**config.mk**
```make
export PLATFORM = sky130hd
export DESIGN_NAME = ram_readout
export DESIGN_NICKNAME = d
export VERILOG_FILES = /design/src/rtl/ram_readout.sv
export SDC_FILE = /design/constraint.sdc
export NUM_CORES = 1
export LEC_CHECK = 0
export ABC_AREA = 0
export ABC_CLOCK_PERIOD_IN_PS = 4550
export BUFFER_PORTS_ARGS = -buffer_cell sky130_fd_sc_hd__buf_2
export CELL_PAD_IN_SITES_DETAIL_PLACEMENT = 1
export CELL_PAD_IN_SITES_GLOBAL_PLACEMENT = 2
export CORE_ASPECT_RATIO = 0.5
export CORE_MARGIN = 3
export CORE_UTILIZATION = 34
export CTS_BUF_LIST = sky130_fd_sc_hd__clkbuf_4
export DETAILED_ROUTE_END_ITERATION = 10
export GPL_ROUTABILITY_DRIVEN = 0
export PLACE_DENSITY_LB_ADDON = 0.12
export SLEW_MARGIN = 10
export SYNTH_ARGS = -nofsm -noshare
export SYNTH_HDL_FRONTEND = slang
export SYNTH_SLANG_ARGS = --single-unit
```
**constraint.sdc**
```tcl
create_clock -name clk -period 4.55 [get_ports clk]
set_input_delay 0.2275 -clock clk [delete_from_list [all_inputs] [get_ports clk]]
set_output_delay 0.2275 -clock clk [all_outputs]
set_load 0.01 [all_outputs]
```
**src/rtl/ram_readout.sv**
```systemverilog
// ram_readout: streams a finished capture out of the four sample RAMs as bytes.
// The record starts triggerpoint samples before the trigger address, wraps around
// the circular buffer, and is sent channel by channel, lowest enabled channel first.
module ram_readout #(
  parameter int unsigned ram_width = 10
) (
  input  logic                 clk,
  input  logic                 rstn,
  input  logic                 start,
  input  logic                 data_ready,
  input  logic [ram_width-1:0] wraddress_triggerpoint,
  input  logic [ram_width-1:0] triggerpoint,
  input  logic [ram_width:0]   readlen,
  input  logic [3:0]           chanmask,
  output logic                 rden,
  output logic [ram_width-1:0] rdaddress,
  input  logic [7:0]           q1,
  input  logic [7:0]           q2,
  input  logic [7:0]           q3,
  input  logic [7:0]           q4,
  output logic [7:0]           tx_data,
  output logic                 tx_valid,
  input  logic                 tx_ready,
  output logic                 busy,
  output logic                 done,
  output logic                 err
);

  localparam logic [2:0] StIdle  = 3'd0;
  localparam logic [2:0] StSetup = 3'd1;
  localparam logic [2:0] StIssue = 3'd2;
  localparam logic [2:0] StCapt  = 3'd3;
  localparam logic [2:0] StSend  = 3'd4;

  localparam logic [ram_width:0] CntOne = {{ram_width{1'b0}}, 1'b1};

  logic [2:0]           state_q, state_d;
  logic [ram_width-1:0] base_q, base_d;
  logic [ram_width:0]   len_q, len_d;
  logic [3:0]           mask_q, mask_d;
  logic [1:0]           ch_q, ch_d;
  logic [ram_width:0]   cnt_q, cnt_d;
  logic                 abort_q, abort_d;

  logic                 rden_d;
  logic [ram_width-1:0] rdaddress_d;
  logic [7:0]           tx_data_d;
  logic                 tx_valid_d;
  logic                 busy_d;
  logic                 done_d;
  logic                 err_d;

  logic                 abort_now;
  logic [ram_width:0]   cnt_inc;
  logic [3:0]           mask_rest;
  logic                 go_issue;

  function automatic logic [1:0] lowest_bit(input logic [3:0] m);
    if (m[0]) return 2'd0;
    else if (m[1]) return 2'd1;
    else if (m[2]) return 2'd2;
    else return 2'd3;
  endfunction

  // Next-state and registered-output values.
  always_comb begin
    state_d     = state_q;
    base_d      = base_q;
    len_d       = len_q;
    mask_d      = mask_q;
    ch_d        = ch_q;
    cnt_d       = cnt_q;
    abort_d     = abort_q;
    rden_d      = 1'b0;
    rdaddress_d = rdaddress;
    tx_data_d   = tx_data;
    tx_valid_d  = tx_valid;
    done_d      = 1'b0;
    err_d       = 1'b0;
    go_issue    = 1'b0;

    // A falling data_ready is remembered so a byte in flight can still finish.
    abort_now = abort_q | ~data_ready;
    cnt_inc   = cnt_q + CntOne;
    mask_rest = mask_q & ~(4'b0001 << ch_q);

    case (state_q)
      StIdle: begin
        if (start && data_ready) begin
          state_d = StSetup;
          base_d  = wraddress_triggerpoint - triggerpoint;
          len_d   = readlen;
          mask_d  = chanmask;
          abort_d = 1'b0;
        end
      end
      StSetup: begin
        if ((len_q == '0) || (mask_q == 4'b0000)) begin
          state_d = StIdle;
          done_d  = 1'b1;
        end else if (abort_now) begin
          state_d = StIdle;
          done_d  = 1'b1;
          err_d   = 1'b1;
        end else begin
          ch_d     = lowest_bit(mask_q);
          cnt_d    = '0;
          go_issue = 1'b1;
        end
      end
      StIssue: begin
        if (abort_now) begin
          state_d = StIdle;
          done_d  = 1'b1;
          err_d   = 1'b1;
        end else begin
          state_d = StCapt;
        end
      end
      StCapt: begin
        if (abort_now) begin
          // Pending read data is simply never sampled.
          state_d = StIdle;
          done_d  = 1'b1;
          err_d   = 1'b1;
        end else begin
          state_d    = StSend;
          tx_valid_d = 1'b1;
          case (ch_q)
            2'd0:    tx_data_d = q1;
            2'd1:    tx_data_d = q2;
            2'd2:    tx_data_d = q3;
            default: tx_data_d = q4;
          endcase
        end
      end
      StSend: begin
        abort_d = abort_now;
        if (tx_valid && tx_ready) begin
          tx_valid_d = 1'b0;
          if (abort_now) begin
            state_d = StIdle;
            done_d  = 1'b1;
            err_d   = 1'b1;
          end else if (cnt_inc != len_q) begin
            cnt_d    = cnt_inc;
            go_issue = 1'b1;
          end else if (mask_rest != 4'b0000) begin
            mask_d   = mask_rest;
            ch_d     = lowest_bit(mask_rest);
            cnt_d    = '0;
            go_issue = 1'b1;
          end else begin
            state_d = StIdle;
            done_d  = 1'b1;
          end
        end
      end
      default: state_d = StIdle;
    endcase

    // Address arithmetic is ram_width bits wide, so it wraps around the buffer.
    if (go_issue) begin
      state_d     = StIssue;
      rden_d      = 1'b1;
      rdaddress_d = base_q + cnt_d[ram_width-1:0];
    end

    busy_d = (state_d != StIdle);
  end

  // Control state and request parameters latched at start.
  always_ff @(posedge clk or negedge rstn) begin
    if (!rstn) begin
      state_q <= StIdle;
      base_q  <= '0;
      len_q   <= '0;
      mask_q  <= '0;
      ch_q    <= '0;
      cnt_q   <= '0;
      abort_q <= 1'b0;
    end else begin
      state_q <= state_d;
      base_q  <= base_d;
      len_q   <= len_d;
      mask_q  <= mask_d;
      ch_q    <= ch_d;
      cnt_q   <= cnt_d;
      abort_q <= abort_d;
    end
  end

  // Registered outputs.
  always_ff @(posedge clk or negedge rstn) begin
    if (!rstn) begin
      rden      <= 1'b0;
      rdaddress <= '0;
      tx_data   <= '0;
      tx_valid  <= 1'b0;
      busy      <= 1'b0;
      done      <= 1'b0;
      err       <= 1'b0;
    end else begin
      rden      <= rden_d;
      rdaddress <= rdaddress_d;
      tx_data   <= tx_data_d;
      tx_valid  <= tx_valid_d;
      busy      <= busy_d;
      done      <= done_d;
      err       <= err_d;
    end
  end

endmodule

```
==> results of run 1 <==
==> how the worst min path moves through the flow <==
stage	endpoint	slack, ns	depth (start not counted)
2_1_floorplan	abort_q	-0.07	0
3_3_place_gp	len_q[2]	0.42	3
3_5_place_dp	len_q[10]	0.42	3
4_1_cts	mask_q[3]	0.01	2
5_1_grt	mask_q[3]	0.03	2
6_report	mask_q[3]	0.03	2
==> cell usage after synthesis (all sizes together), types with 3 or more instances <==
cell,instances
a211o,5
a21boi,3
a21o,6
a21oi,22
a22o,5
a31oi,12
buf,6
clkbuf,11
dfrtp,65
ha,19
inv,21
mux2,11
mux2i,5
mux4,8
nand2,95
nand2b,4
nand3,11
nand4,3
nor2,27
nor2b,8
nor3,8
nor4,4
o211ai,5
o21a,3
o21ai,26
o22ai,3
o31ai,5
or3,5
xnor2,13
xor2,11
==> power by group through the flow <==
stage	registers (W)	clock network, W	logic (W)
finish	0.00101	0.000611	0.00111
global placement	0.00102	0	0.00106
floorplan	0.000974	0	0.000758
detailed placement	0.00102	0	0.00109
CTS	0.00101	0.000630	0.00110
global route	0.00105	0.000652	0.00126
==> what timing repair did <==
action | in CTS | in global routing
buffers inserted | 0 | 3
pin swaps | 1 | 2
hold buffers | 15 | 0
endpoints found under the setup margin | 1 | 3
endpoints found under the hold margin | 47 | 0
gates resized for setup | 1 | 13
==> flip-flops by register name, summed over array words and instances (netlist names), 2 cells and up <==
name       cells
tx_data        8
cnt_q         11
mask_q         4
state_q        3
ch_q           2
base_q        10
rdaddress     10
len_q         11
==> kinds of logic (layout without fill, tap and decap cells) <==
group,count (synthesis),count (layout),share of synthesized area [%]
compound gates,105,105,16.6
xor+xnor,24,24,5.11
fa+ha+maj,21,21,6.75
buf+inv,38,160,3.80
flops,65,65,39.5
mux,24,24,8.70
other cells,0,1,0
simple gates,174,174,19.5
==> per-layer routing <==
| metal | global-route usage, % | vias up |
|---|---|---|
| li1 | - | 1830 |
| met3 | 4.96 | 8 |
| met1 | 22.7 | 1795 |
| met5 | 0 | - |
| met2 | 30.4 | 89 |
| met4 | 4.37 | 0 |
==> layout by cell type, fill, tap and decap left out, drive strengths merged, types with 11 or more instances in the layout <==
cell type	n
a21oi	22
a31oi	12
buf	108
dfrtp	65
dlygate4sd3	15
ha	19
inv	21
mux2	11
nand2	95
nand3	11
nor2	27
o21ai	26
xnor2	13
xor2	11
==> layout make-up <==
class | instances | area, um^2
diodes | 1 | 2.50
flip-flops and latches | 65 | 1630
multi-input cells | 348 | 2400
inverters | 21 | 78.8
clock buffers | 9 | 67.6
repair buffers | 123 | 726
well taps | 159 | 199
clock inverters | 7 | 166
fillers | 1388 | 6120
==> stage by stage <==
stage | utilization (%) | setup slack [ns] | cells
after floorplan | - | 0.524 | 451
after global placement | 42.1 | 0.217 | 698
after detailed placement | 42.1 | -0.0285 | 698
after CTS | 45.4 | 0.0164 | 729
after global routing | 46.3 | -0.0172 | 733
final | 46.3 | 0.307 | 733
==> worst max-delay path: cells and delay by family, from the launching register on <==
family,cells,cell delay (ns)
buf+inv,1,0.17
fa+ha+maj,2,0.50
mux,1,0.11
simple gates,6,1.61
flops,1,0.44
compound gates,6,0.99
xor+xnor,2,0.32
==> qor.csv, run 1 <==
metric;value;unit
fin crit period;4.24;ns
startpoint of the worst hold path;chanmask[3];
Total Nets Final;661;
Leak;2.57;nW
Setup crit end kind;register;
# Max-Cap Violations;0;
CP Max Fanout;5;
type of the worst setup path;register to register;
cts bufs inserted;9;
vias in the first global route;3953;
R2R setup slack;0.31;ns
Total GRT Usage;17.9;%
Power per Cell Area;518;nW/um^2
Int Pwr;0.00170;W
fmax;0.236;GHz
clock share of power;22.4;%
max layer used;met4;
Post-synth EDFFs;0;
DR iter-0 viols;133;
Root Buffer;clkbuf_4;
first-pass GRT wire length;19600;um
final WL;11700;um
final setup violation count;0;
largest net degree at the start of global routing;66;
most frequent CP cell;nand2_1;
num rows;27;
Reg-to-Reg End;rdaddress[9];
vias per cell;5.08;
Setup crit start;cnt_q[0];
CP max stage cell;or4b_4;
synthesized cell area;4110;um^2
final worst-path cycle share;93.3;%
Mapped Cells;451;
sw frac;37.6;%
Reg2Reg Depth;18;
Yosys reg bits;65;
Hold Fails Final Rpt;0;
GR Overflow Total;0;
Syn Area/Cell;9.12;um^2
status;complete, no violations;
Area growth syn-to-layout;28.0;%
DRC viols;0;
CP cell instances;ha_4 -> nand3_2 -> nor3_4 -> mux2i_1 -> or4b_4 -> or3_1 -> nand2_1 -> a21oi_2 -> buf_4 -> a31oi_2 -> ha_1 -> nand2_1 -> o211ai_1 -> a31o_2 -> a21oi_1 -> xor2_1 -> xnor2_1 -> o21ai_0;
TritonCTS clock tree;yes;
post-route cell area;5270;um^2
Clock Latency Late Sink;0.44;ns
detailed placement HPWL;8960;um
R2R Path Start;cnt_q[0];
drt pass-1 iters;4;
WL/cell;16.0;um
post-synthesis sequential area ratio;39.5;%
Post-synth ARST share;100;%
Synth warnings;0;
initial antenna violation count;1;
Post-synth top flop;dfrtp_1;
Worst Setup EP;rdaddress[9];
Clock Tree Buf Depth;2;
share of cells above drive strength 1;29.0;%
htree depth;3;
Hold Path Class;input port to register;
PortBufs;94;
share of the synthesized area in the top cell type;39.5;%
Worst setup SP type;register;
met2 WL;5460;um
combinational power share;40.6;%
distinct cell type count after synthesis;55;
worst hold slack;0.0341;ns
core area;11400;um^2
Starting Density;36.1;%
Worst Path Arrival;4.57;ns
total power;0.00273;W
io pins;95;
Least-Margin Pin Slew;0.839;ns
DIE AREA;13500;um^2
post-synth top area cell;dfrtp_1;
largest cells by area after synthesis;dfrtp_1 40%, nand2_1 8.6%, ha_1 5.8%;
Mapped Nets;544;
setup TNS;0;ns
Largest stage delay, worst path;0.58;ns
met3 wire len;570;um
number of clock sinks;65;
Max Slew Vio Count;0;
DP Area;4790;um^2
die height;83.8;um
antenna-violating nets left;0;
Metal-1 WL;5590;um
CTS clock-pin slew for the worst setup and hold paths;0.12;ns
Worst Path Required;4.88;ns
Rel. slew slack;44.0;%
vias post-DR;3722;
sw power;0.00102;W
VDD IR max;0.000169;V
Die Width;162;um
Seq pwr share;37.0;%
Setup Skew;0.0135;ns
No activity file was read; power rests on OpenSTA's default activity.
==> run 2: changes to the inputs <==
ABC_CLOCK_PERIOD_IN_PS = 4600   (was 4550)
clock period = 4.6 ns   (was 4.55 ns; I/O delays follow)
==> run 2 against run 1 <==
  * Via count shrank 1.3%
  * Routed wire length shrank 4.8%
  * Worst hold slack is essentially flat
  * Final area shrank 3.2%
  * Combinational power shrank 4%
  * Clock skew grew 0.0030 ns
  * Critical endpoint is now rdaddress[8]
  * Highest routed layer unchanged
  * Critical path depth is the same
==> qor.csv, run 2 (synthesis results as in run 1) <==
metric;value;unit;change
vias post-DR;3674;;-1.3%
vias in the first global route;3802;;-3.8%
antenna-violating nets left;0;;unchanged
final WL;11200;um;-4.8%
GR Overflow Total;0;;unchanged
Layout fillers;1363;;-1.8%
Clock Latency Late Sink;0.43;ns;about the same
Area growth syn-to-layout;24.0;%;
Worst Path Required;4.92;ns;+0.04 ns
htree depth;3;;unchanged
CTS clock-pin slew for the worst setup and hold paths;0.10;ns;-0.02 ns
final worst-path cycle share;91.8;%;-1.5 points
# Max-Cap Violations;0;;unchanged
most frequent CP cell;a31oi_1;;
Worst Path Arrival;4.54;ns;-0.03 ns
number of clock sinks;65;;unchanged
fmax;0.237;GHz;+0.50%
VDD IR max;0.000123;V;-27%
DIE AREA;13500;um^2;unchanged
Seq pwr share;39.7;%;+2.7 points
combinational power share;42.8;%;+2.2 points
detailed placement HPWL;8570;um;-4.4%
Top Family by Delay on Critical Path;simple AND/OR/NAND/NOR gates;;
CP Max Fanout;7;;+2
WL/cell;15.3;um;-4.2%
Least-Margin Pin Slew;1.14;ns;+0.303 ns
placed cells;698;;unchanged
Starting Density;36.1;%;unchanged
num rows;27;;unchanged
drt pass-1 iters;4;;unchanged
Total Nets Final;656;;-0.76%
Power per Cell Area;491;nW/um^2;-5.3%
Largest regs;cnt_q: 11 flops, len_q: 11 flops;;
first-pass GRT wire length;18600;um;-5.2%
Hold Fails Final Rpt;0;;unchanged
Leak;2.51;nW;-2.3%
largest net degree at the start of global routing;65;;-1.5%
core area;11400;um^2;unchanged
Setup crit end kind;register;;
Die Width;162;um;unchanged
Int Pwr;0.00152;W;-11%
Setup Skew;0.0165;ns;+0.00299 ns
CP bufs+invs;0;;-1
initial antenna violation count;1;;unchanged
CP cell instances;ha_2 -> xor2_1 -> a31oi_1 -> nand4_1 -> or4b_4 -> or3_1 -> nand2_1 -> a21oi_2 -> a31oi_1 -> ha_1 -> nor2b_1 -> o21ai_0 -> nand2b_1 -> a21o_1 -> a21o_1 -> a31oi_1 -> xor2_1 -> o21ai_0;;
die height;83.8;um;unchanged
Max Slew Vio Count;0;;unchanged
Largest stage delay, worst path;0.53;ns;-0.05 ns
PortBufs;94;;unchanged
status;complete, no violations;;
CP max stage cell;or4b_4;;
share of cells above drive strength 1;27.3;%;-1.7 points
clock share of power;17.5;%;-4.9 points
sw frac;39.2;%;+1.6 points
io pins;95;;unchanged
Worst setup SP type;register;;
final setup violation count;0;;unchanged
Clock Tree Buf Depth;2;;unchanged
Rel. slew slack;23.6;%;-20 points
cts bufs inserted;9;;unchanged
commonest non-fill, non-tap cells in the layout;94 x nand2_1, 94 x buf_2, 63 x dfrtp_1, 26 x o21ai_0, 25 x nor2_1;;
DRC viols;0;;unchanged
fin crit period;4.22;ns;-0.0211 ns
vias per cell;5.05;;-0.61%
RSZ-0062 raised after global routing;false;;
sw power;0.000980;W;-4.4%
type of the worst setup path;register to register;;
total power;0.00250;W;-8.3%
Total GRT Usage;17.0;%;-0.95 points
setup TNS;0;ns;unchanged
Hold Path Class;input port to register;;
Root Buffer;clkbuf_4;;
Final Non-Filler Cells;728;;-0.68%
TritonCTS clock tree;yes;;
DR iter-0 viols;98;;-26%
Setup Buffers After CTS;0;;unchanged
[run 2: final cells by class]
class / count / area (um^2) / area share (%)
Antenna cell: 1 / 2.50 / 0.0491
Clock buffer: 12 / 90.1 / 1.77
Clock inverter: 4 / 67.6 / 1.32
Inverter: 21 / 78.8 / 1.55
Multi-Input combinational cell: 348 / 2350 / 46.1
Sequential cell: 65 / 1630 / 31.9
Tap cell: 159 / 199 / 3.90
Timing Repair Buffer: 118 / 683 / 13.4
[run 2: metal layers]
metal  up-vias  wire length, um  track usage [%]
met3        15              616             4.91
met2        92             4830             27.1
li1       1820                -                -
met1      1747             5540             22.6
met5         -                0                0
met4         0              166             4.45
[run 2: worst paths after layout]
check                              from           end  slack, ns  depth (start not counted)
min reg2reg                rdaddress[5]  rdaddress[5]       0.47                          2
min                         chanmask[3]     mask_q[3]       0.03                          2
max in group asynchronous          rstn      cnt_q[0]       3.47                          3
max reg2reg                    cnt_q[0]  rdaddress[8]       0.38                         18
max                            cnt_q[0]  rdaddress[8]       0.38                         18
min in group asynchronous          rstn    tx_data[0]       0.11                          2
[run 2: repair_timing]
item                                    in CTS  in global routing
endpoints found under the hold margin       13                  0
endpoints found under the setup margin       0                  3
hold buffers                                13                  0
resized for setup                            0                  7
[run 2: stage by stage]
step,cell area (um^2),setup WS (ns),utilization [%],hold slack (ns)
3_5_place_dp,4790,0.131,42.1,0.0127
5_1_grt,5100,0.0154,44.8,0.00519
4_1_cts,5080,0.0989,44.6,0.00188
3_3_place_gp,4790,0.290,42.1,0.0145
6_report,5100,0.378,44.8,0.0345
2_1_floorplan,4110,0.574,-,-0.0656
[run 2: power groups by stage]
stage | Clock (W) | Combinational [W] | Sequential (W)
after floorplan | 0 | 0.000750 | 0.000963
after global placement | 0 | 0.00105 | 0.00101
after detailed placement | 0 | 0.00106 | 0.00101
after CTS | 0.000454 | 0.00108 | 0.000998
after global routing | 0.000484 | 0.00121 | 0.00103
final | 0.000438 | 0.00107 | 0.000994
